### config.mk
export PLATFORM = sky130hd
export DESIGN_NAME = spi_mem_responder
export DESIGN_NICKNAME = d
export VERILOG_FILES = /design/src/rtl/spi_mem_pkg.sv /design/src/rtl/spi_pin_sync.sv /design/src/rtl/spi_mem_responder.sv
export SDC_FILE = /design/constraint.sdc
export NUM_CORES = 1
export LEC_CHECK = 0
export ABC_AREA = 1
export CORE_MARGIN = 8
export CORE_UTILIZATION = 45
export DETAILED_ROUTE_END_ITERATION = 10
export GPL_ROUTABILITY_DRIVEN = 0
export GPL_TIMING_DRIVEN = 1
export PLACE_DENSITY = 0.68
export SYNTH_ARGS = -nofsm -noshare
export SYNTH_HDL_FRONTEND = slang
export SYNTH_SLANG_ARGS = --single-unit
### constraint.sdc
create_clock -name clk -period 2.1 [get_ports clk]
set_input_delay 0.63 -clock clk [delete_from_list [all_inputs] [get_ports clk]]
set_output_delay 0.63 -clock clk [all_outputs]
set_load 0.01 [all_outputs]
### src/rtl/spi_mem_pkg.sv
// Shared constants and state encoding for the SPI memory responder.
package spi_mem_pkg;

   localparam logic [7:0] CMD_READ  = 8'h03;
   localparam logic [7:0] CMD_WRITE = 8'h02;
   localparam int         ADDR_BITS = 24;

   typedef enum logic [2:0] {
      WAIT_CS,
      IDLE,
      CMD,
      ADDR,
      RD_DATA,
      WR_DATA,
      IGNORE
   } state_e;

endpackage

### src/rtl/spi_pin_sync.sv
// Multi-flop synchronizer for one SPI pin with rise/fall pulses on the
// synchronized level. The chain resets low, so a pin that is really high
// must propagate through before it is seen as high.
module spi_pin_sync #(
   parameter int SYNC_STAGES = 2
) (
   input  logic clk,
   input  logic rst_n,
   input  logic pin_i,
   output logic sync_o,
   output logic rise_o,
   output logic fall_o
);

   logic [SYNC_STAGES-1:0] sync_q;
   logic [SYNC_STAGES:0]   chain;
   logic                   prev_q;

   assign chain  = {sync_q, pin_i};
   assign sync_o = chain[SYNC_STAGES];
   assign rise_o = sync_o & ~prev_q;
   assign fall_o = ~sync_o & prev_q;

   // Shift the pin through the synchronizer and remember the last level.
   always_ff @(posedge clk) begin
      if (!rst_n) begin
         sync_q <= '0;
         prev_q <= 1'b0;
      end else begin
         sync_q <= chain[SYNC_STAGES-1:0];
         prev_q <= sync_o;
      end
   end

endmodule

### src/rtl/spi_mem_responder.sv
// SPI mode-0 target emulating a flash/RAM: READ/WRITE with 24-bit address,
// streaming bytes to/from a local byte-wide memory with auto-increment.
module spi_mem_responder
   import spi_mem_pkg::*;
#(
   parameter int MEM_ADDR_W  = 12,
   parameter int SYNC_STAGES = 2
) (
   input  logic                  clk,
   input  logic                  rst_n,
   input  logic                  spi_sclk_i,
   input  logic                  spi_cs_n_i,
   input  logic                  spi_mosi_i,
   output logic                  spi_miso_o,
   output logic [MEM_ADDR_W-1:0] mem_addr_o,
   output logic                  mem_rd_en_o,
   input  logic [7:0]            mem_rd_data_i,
   output logic                  mem_wr_en_o,
   output logic [7:0]            mem_wr_data_o,
   output logic                  busy_o,
   output logic                  cmd_err_o
);

   localparam logic [4:0] BYTE_LAST = 5'd7;
   localparam logic [4:0] ADDR_LAST = 5'(ADDR_BITS - 1);

   logic sclk_rise, sclk_fall, sclk_unused_lvl;
   logic cs_s, cs_fall, cs_unused_rise;
   logic mosi_s, mosi_unused_rise, mosi_unused_fall;

   spi_pin_sync #(.SYNC_STAGES(SYNC_STAGES)) u_sclk_sync (
      .clk(clk), .rst_n(rst_n), .pin_i(spi_sclk_i),
      .sync_o(sclk_unused_lvl), .rise_o(sclk_rise), .fall_o(sclk_fall));

   spi_pin_sync #(.SYNC_STAGES(SYNC_STAGES)) u_cs_sync (
      .clk(clk), .rst_n(rst_n), .pin_i(spi_cs_n_i),
      .sync_o(cs_s), .rise_o(cs_unused_rise), .fall_o(cs_fall));

   spi_pin_sync #(.SYNC_STAGES(SYNC_STAGES)) u_mosi_sync (
      .clk(clk), .rst_n(rst_n), .pin_i(spi_mosi_i),
      .sync_o(mosi_s), .rise_o(mosi_unused_rise), .fall_o(mosi_unused_fall));

   state_e                 state_q, state_d;
   logic [4:0]             cnt_q, cnt_d;
   logic [7:0]             sh_q, sh_d, sh_nxt;
   logic [ADDR_BITS-1:0]   addr_q, addr_d;
   logic                   rd_flag_q, rd_flag_d;
   logic [7:0]             tx_q, tx_d;
   logic                   miso_q, miso_d;
   logic                   rd_en_q, rd_en_d;
   logic                   wr_en_q, wr_en_d;
   logic [7:0]             wr_data_q, wr_data_d;
   logic                   cmd_err_q, cmd_err_d;
   logic                   ld_pend_q, ld_pend_d;   // read data arrives this cycle
   logic                   inc_pend_q, inc_pend_d; // bump address after a write

   assign spi_miso_o    = miso_q;
   assign mem_addr_o    = addr_q[MEM_ADDR_W-1:0];
   assign mem_rd_en_o   = rd_en_q;
   assign mem_wr_en_o   = wr_en_q;
   assign mem_wr_data_o = wr_data_q;
   assign cmd_err_o     = cmd_err_q;
   assign busy_o        = (state_q != IDLE) && (state_q != WAIT_CS);

   // State and datapath registers.
   always_ff @(posedge clk) begin
      if (!rst_n) begin
         state_q    <= WAIT_CS;
         cnt_q      <= '0;
         sh_q       <= '0;
         addr_q     <= '0;
         rd_flag_q  <= 1'b0;
         tx_q       <= '0;
         miso_q     <= 1'b0;
         rd_en_q    <= 1'b0;
         wr_en_q    <= 1'b0;
         wr_data_q  <= '0;
         cmd_err_q  <= 1'b0;
         ld_pend_q  <= 1'b0;
         inc_pend_q <= 1'b0;
      end else begin
         state_q    <= state_d;
         cnt_q      <= cnt_d;
         sh_q       <= sh_d;
         addr_q     <= addr_d;
         rd_flag_q  <= rd_flag_d;
         tx_q       <= tx_d;
         miso_q     <= miso_d;
         rd_en_q    <= rd_en_d;
         wr_en_q    <= wr_en_d;
         wr_data_q  <= wr_data_d;
         cmd_err_q  <= cmd_err_d;
         ld_pend_q  <= ld_pend_d;
         inc_pend_q <= inc_pend_d;
      end
   end

   // Next-state, bit collection, memory strobes and MISO shifting.
   always_comb begin
      state_d    = state_q;
      cnt_d      = cnt_q;
      sh_d       = sh_q;
      addr_d     = addr_q;
      rd_flag_d  = rd_flag_q;
      tx_d       = tx_q;
      miso_d     = miso_q;
      rd_en_d    = 1'b0;
      wr_en_d    = 1'b0;
      wr_data_d  = wr_data_q;
      cmd_err_d  = 1'b0;
      ld_pend_d  = rd_en_q;
      inc_pend_d = 1'b0;
      sh_nxt     = {sh_q[6:0], mosi_s};

      if (inc_pend_q) addr_d = addr_q + 24'd1;
      if (ld_pend_q)  tx_d   = mem_rd_data_i;

      // cs_n high aborts everything, including a same-cycle 8th-bit strobe.
      if (state_q != WAIT_CS && cs_s) begin
         state_d = IDLE;
         cnt_d   = '0;
      end else begin
         case (state_q)
            WAIT_CS: if (cs_s) state_d = IDLE;
            IDLE: if (cs_fall) begin
               state_d = CMD;
               cnt_d   = '0;
            end
            CMD: if (sclk_rise) begin
               sh_d  = sh_nxt;
               cnt_d = cnt_q + 5'd1;
               if (cnt_q == BYTE_LAST) begin
                  cnt_d = '0;
                  if (sh_nxt == CMD_READ) begin
                     state_d   = ADDR;
                     rd_flag_d = 1'b1;
                  end else if (sh_nxt == CMD_WRITE) begin
                     state_d   = ADDR;
                     rd_flag_d = 1'b0;
                  end else begin
                     state_d   = IGNORE;
                     cmd_err_d = 1'b1;
                  end
               end
            end
            ADDR: if (sclk_rise) begin
               addr_d = {addr_q[ADDR_BITS-2:0], mosi_s};
               cnt_d  = cnt_q + 5'd1;
               if (cnt_q == ADDR_LAST) begin
                  cnt_d = '0;
                  if (rd_flag_q) begin
                     rd_en_d = 1'b1;
                     state_d = RD_DATA;
                  end else begin
                     state_d = WR_DATA;
                  end
               end
            end
            RD_DATA: begin
               if (sclk_fall) begin
                  miso_d = tx_q[7];
                  tx_d   = {tx_q[6:0], 1'b0};
               end
               if (sclk_rise) begin
                  cnt_d = cnt_q + 5'd1;
                  if (cnt_q == BYTE_LAST) begin
                     // Prefetch the next byte while the master finishes this one.
                     cnt_d   = '0;
                     addr_d  = addr_q + 24'd1;
                     rd_en_d = 1'b1;
                  end
               end
            end
            WR_DATA: if (sclk_rise) begin
               sh_d  = sh_nxt;
               cnt_d = cnt_q + 5'd1;
               if (cnt_q == BYTE_LAST) begin
                  cnt_d      = '0;
                  wr_en_d    = 1'b1;
                  wr_data_d  = sh_nxt;
                  inc_pend_d = 1'b1;
               end
            end
            default: ;
         endcase
      end

      if (state_d != RD_DATA) miso_d = 1'b0;
   end

endmodule

After elaboration in Yosys (flattened, before gate mapping)
Cells that the tools add are included.
Widths: inputs -> output; s select.
Cells by class
  bitwise gates (word level): 12
  mux-type cells: 36
  add/sub/neg operators: 2
  eq/ne operators: 14
  reduce and logical (&&, ||, !) cells: 17
Operators with widths (count)
  $mux 24: 5
  $pmux 24 s2: 1
  $mux 8: 4
  $mux 3: 9
  $mux 5: 5
  $add 24x1->24 const B: 1
  $eq 8x2->1 const B: 2
  $pmux 5 s3: 1
  $pmux 3 s4: 1
  $mux 1: 9
  $not 1->1: 9
  $reduce_and 4->1: 2
  $eq 3x2->1 const B: 2
  $eq 3x3->1 const B: 2
  $reduce_and 3->1: 2
  $reduce_bool 3->1: 2
  $reduce_or 2->1: 3
  $reduce_or 3->1: 2
  $reduce_or 6->1: 1
  $add 5x1->5 const B: 1
  $eq 5x3->1 const B: 1
  $eq 5x5->1 const B: 1
  $reduce_and 5->1: 1
  $ne 2x2->1 const B: 2
  other kinds (9): 12
Storage, ports and cells
  output and inout bits: 25
  register bits: 69
  logic and storage cells: 98
  bits of input ports: 13

Logic depth before layout (Yosys ltp)
  depth in word-level cells: 9
  depth in mapped cells: 11
  mapped depth without buffers: 11

By module
A second synthesis with hierarchy kept.
Unflattened totals
  cell total of the unflattened synthesis: 503
  area, all modules: 3206.8 um2
By module, submodules not included
  spi_mem_responder: cells an instance 464, times used 1, seq. area each 980.9 um2, area each 2906.5 um2
  spi_pin_sync: cells an instance 13, times used 3, seq. area each 60.1 um2, area each 100.1 um2

Worst setup path after synthesis
OpenSTA, ideal clock, no wires.
  path type: register to register
  from: register addr_q[1]
  to: register addr_q[8]
  path slack: 0.554 ns
  setup time: 0.112 ns
  clock period less this slack: 1.546 ns
  stages on the path, launching flop included: 11
  buffers on the path: 0
  required time: 1.988 ns
  arrival: 1.434 ns
  cell sequence: dfxtp_1 > ha_1 > nand2_1 > nor2_1 > nand3_1 > nand3_1 > nand2_1 > a21oi_1 > nand2_1 > nand2_1 > nand2_1
Between the ends
  word-level cells in the longest chain between the ends: 6
  elaborated cells on any way between the ends: 7
  those cells by class: 1 x add/sub; 6 x mux
RTL lines
  start, declared: line spi_mem_responder.sv:46  | logic [ADDR_BITS-1:0] addr_q, addr_d;
  start signal, assigned: line spi_mem_responder.sv:85  | addr_q <= addr_d;
  $add 24x1->24 *: line spi_mem_responder.sv:115, spi_mem_responder.sv:169
  $mux 24: line spi_mem_responder.sv:115  | if (inc_pend_q) addr_d = addr_q + 24'd1;
  $mux 24: line spi_mem_responder.sv:166  | if (cnt_q == BYTE_LAST) begin
  $mux 24: line spi_mem_responder.sv:164  | if (sclk_rise) begin
  $pmux 24 s2: line spi_mem_responder.sv:123  | case (state_q)
  $mux 24 *: line spi_mem_responder.sv:119  | if (state_q != WAIT_CS && cs_s) begin
Mark *: on every way between the ends. The rest lies on a longest branch, timed or not.
A chain may end at the register's enable or synchronous reset.

Worst setup path after layout
  from: register addr_q[2]
  to: output mem_addr_o[2]
RTL lines
  end, declared: line spi_mem_responder.sv:15  | output logic [MEM_ADDR_W-1:0] mem_addr_o,
No word-level cell between the ends.

==> flow_summary_export.csv <==
group,metric,value,unit
logic_synthesis,synth_cell_type_count,35,
critical_path,path_buf_inv,1,
drt,detail-route-antenna-nets,0,
critical_path,reg2reg_depth,10,
floorplanning,io_pins,38,
clock_tree,htreeDepth,3,
final_layout,areaGrowthSynthToFinish,22.5,%
floorplanning,dieArea,0.00998,mm^2
logic_synthesis,synthCells,494,
global_routing,grt_pass1_wl,14.0,mm
drt,finalWirelength,8.11,mm
place,placed_cell_area,0.00365,mm^2
timing,max_freq,490,MHz
timing,setup_violations,0,
timing,max-slew-margin-rel,0.679,
drt,drt_iter0_markers,244,
final_layout,drive_above_1_share,0.0959,
critical_path,rr_endpoint,"addr_q[4]",
drt,dr_wl_met2,3.64,mm
place,dp.cells,622,
clock_tree,cts_tree,"done",
job,maxCapViolCount,0,
timing,slew_viol_final,0,
place,dp_slack,0.134,ns
drt,wire_per_inst,12.7,um
min_path,min_from,"u_sclk_sync.sync_q[0]",
timing,min_period_over_period,0.972,
critical_path,cp_top_family,"buffers and inverters",
timing,hold_slack,0.415,ns
global_routing,grt_usage,0.171,
global_routing,gr-total-overflow,0,
drt,route.detailed.drc,0,
critical_path,rr_startpoint,"cnt_q[0]",
critical_path,slowest_stage,"clkdlybuf4s50_1",
logic_synthesis,synth_top_area_frac,0.360,
floorplanning,rows,30,
timing,grt_setup_unrepaired,"no",
final_layout,diodes,0,
logic_synthesis,synthTopCellsByArea,"dfxtp_1 36%, nand2_1 19%, nand3_1 7.9%",
critical_path,slowest_delay,0.60,ns
floorplanning,core_region_area,0.00679,mm^2
logic_synthesis,synth-seq-cells,57,
final_layout,layout.cells.non_filler,638,
floorplanning,die_h,99.9,um
logic_synthesis,seq_area_frac_synth,0.360,
critical_path,crit_required,1.47,ns
timing,hold_viol_final,0,
power_and_ir_drop,power_density,615,mW/mm^2
logic_synthesis,synth_top_cell_by_area,"dfxtp_1",
floorplanning,initial_core_util,0.466,
clock_tree,clock_sinks,57,
clock_tree,cts_buffers,9,
final_layout,fillers,654,
critical_path,worst-setup-path-type,"reg -> out",
place,port_buffers,37,
logic_synthesis,synth_nets,509,
critical_path,cp_cell_sequence,"clkdlybuf4s50_1",
critical_path,end_kind,"primary output",
clock_tree,clk_pin_slew,0.07,ns
drt,vias,3236,
critical_path,start_kind,"flop",
global_routing,grt_max_degree,33,
timing,fin_ws,0.0583,ns
timing,worst_pin_slew,0.481,ns
drt,dr.pass1.iters,6,
power_and_ir_drop,leakage,0.00178,uW
clock_tree,cts_buffer_depth,2,
min_path,whs_endpoint,"u_sclk_sync.sync_q[1]",
critical_path,crit_fanout,7,
clock_tree,root_buffer,"clkbuf_8",
final_layout,nNetsFinal,552,
logic_synthesis,netlist_area,0.00317,mm^2
min_path,hp-class,"reg -> reg",
logic_synthesis,synth-warning-count,0,
global_routing,antenna_found_initial,0,
timing,fin_setup_tns,0,ns
status,status,"complete, no violations",
floorplanning,die_w,99.9,um
drt,m1WireLength,3.80,mm
drt,top_layer,"met4",
min_path,worstHoldPathCells,2,
final_layout,postLayoutCellArea,0.00388,mm^2
drt,via_per_inst,5.07,
place,dp_hpwl,5.75,mm
global_routing,grt_pass1_vias,3023,
drt,wl_met3,507,um
timing,finalCriticalPeriod,2.04,ns
critical_path,crit_arrival,1.41,ns
logic_synthesis,synth.avg_cell_area,6.41,um^2
clock_tree,worstSkewPairLatency,0.34,ns
power_and_ir_drop,peakVddDrop,0.434,mV
timing,fin_skew,0.00784,ns
critical_path,r2r_slack,0.26,ns
cells in the mapped netlist:
library cell  instances
nand2_1             161
inv_1                59
dfxtp_1              57
nand3_1              50
o21ai_0              40
a21oi_1              36
nor2_1               24
clkbuf_1              8
inv_2                 6
o211ai_1              6
buf_4                 5
nand2_2               5
nand4_1               4
nand3_2               3
nor2_4                3
o21ai_1               3
xor2_1                3
buf_2                 2
buf_6                 2
ha_1                  2
a211oi_1              1
a21o_1                1
clkbuf_2              1
clkinv_1              1
nand3_4               1
nand3b_1              1
nor3_1                1
nor3_2                1
nor3_4                1
nor4_1                1
o21bai_1              1
o221ai_1              1
o31ai_1               1
o32ai_1               1
or2_2                 1
worst register-to-register path, cell delays in order, from the launching register on:
cell,delay (ns)
dfxtp_1,0.37
ha_1,0.20
nand2_2,0.11
nor2_4,0.12
nand3_4,0.16
nand2_1,0.30
inv_1,0.14
a21oi_1,0.14
o21ai_0,0.09
nand2_1,0.06
nand2_1,0.04
state kept, by name (all words and copies together), names as in the netlist:
name,flops
sh_q,7
mem_wr_data_o,8
u_cs_sync.sync_q,2
u_sclk_sync.sync_q,2
u_mosi_sync.sync_q,2
rd_flag_q,1
ld_pend_q,1
addr_q,12
u_sclk_sync.prev_q,1
cnt_q,5
cmd_err_o,1
state_q,3
tx_q,8
spi_miso_o,1
mem_rd_en_o,1
u_cs_sync.prev_q,1
inc_pend_q,1
logic make-up after synthesis:
logic type,synth area share
buffers and inverters,0.111
XOR/XNOR,0.00830
AO/OA/AOI/OAI,0.154
adder cells (fa/ha/maj),0.00790
flip-flops,0.360
AND/OR/NAND/NOR,0.358
metrics by stage:
| step | util | power (uW) |
|---|---|---|
| after floorplan | - | 1180 |
| after global placement | 0.537 | 1220 |
| after detailed placement | 0.537 | 1220 |
| after CTS | 0.571 | 2400 |
| after global routing | 0.571 | 2470 |
| final | 0.571 | 2390 |
layout by cell type (no fill, tap or decap), types with 2 or more instances in the layout:
master / instances
clkbuf_8: 10
nor2_1: 24
o211ai_1: 6
inv_1: 59
nand2_1: 161
o21ai_1: 3
nand4_1: 4
nand3_2: 3
nor2_4: 3
dfxtp_2: 2
nand3_1: 50
inv_2: 6
ha_1: 2
buf_4: 13
a21oi_1: 36
clkdlybuf4s50_1: 36
dfxtp_1: 55
nand2_2: 5
o21ai_0: 40
xor2_1: 3
bufinv_16: 2
cell type report:
cell class	count	area, um^2	area share
Timing Repair Buffer	50	467	0.120
Tap cell	96	120	0.0310
Inverter	66	248	0.0639
Clock inverter	6	90.1	0.0232
Multi-Input combinational cell	353	1670	0.431
Sequential cell	57	1140	0.295
Clock buffer	10	138	0.0355
routing by layer:
metal | vias to the layer above | global-route usage
met3 | 15 | 0.0526
met4 | 0 | 0.0582
met5 | - | 0
met2 | 102 | 0.271
met1 | 1448 | 0.213
li1 | 1671 | -
repair_timing:
action	in CTS	in global routing
resized for setup	2	1
hold buffers	0	0
setup endpoints to repair	1	1
setup buffers	0	0
power by group:
part | switching (uW) | leakage (uW) | internal [uW]
Combinational | 57.9 | 0.00120 | 41.5
Clock | 487 | 0.000113 | 704
Sequential | 6.98 | 0.000462 | 1090
Total | 552 | 0.00178 | 1830
worst max path at each step:
stage,from,endpoint,slack (ns),cells past startpoint
after floorplan,addr_q[1],addr_q[8],0.55,10
after global placement,rst_n,addr_q[11],0.14,5
after detailed placement,rst_n,addr_q[11],0.13,5
after CTS,addr_q[2],mem_addr_o[2],0.05,1
after global routing,addr_q[2],mem_addr_o[2],0.002,1
final,addr_q[2],mem_addr_o[2],0.06,1
No activity file was read; power rests on OpenSTA's default activity.
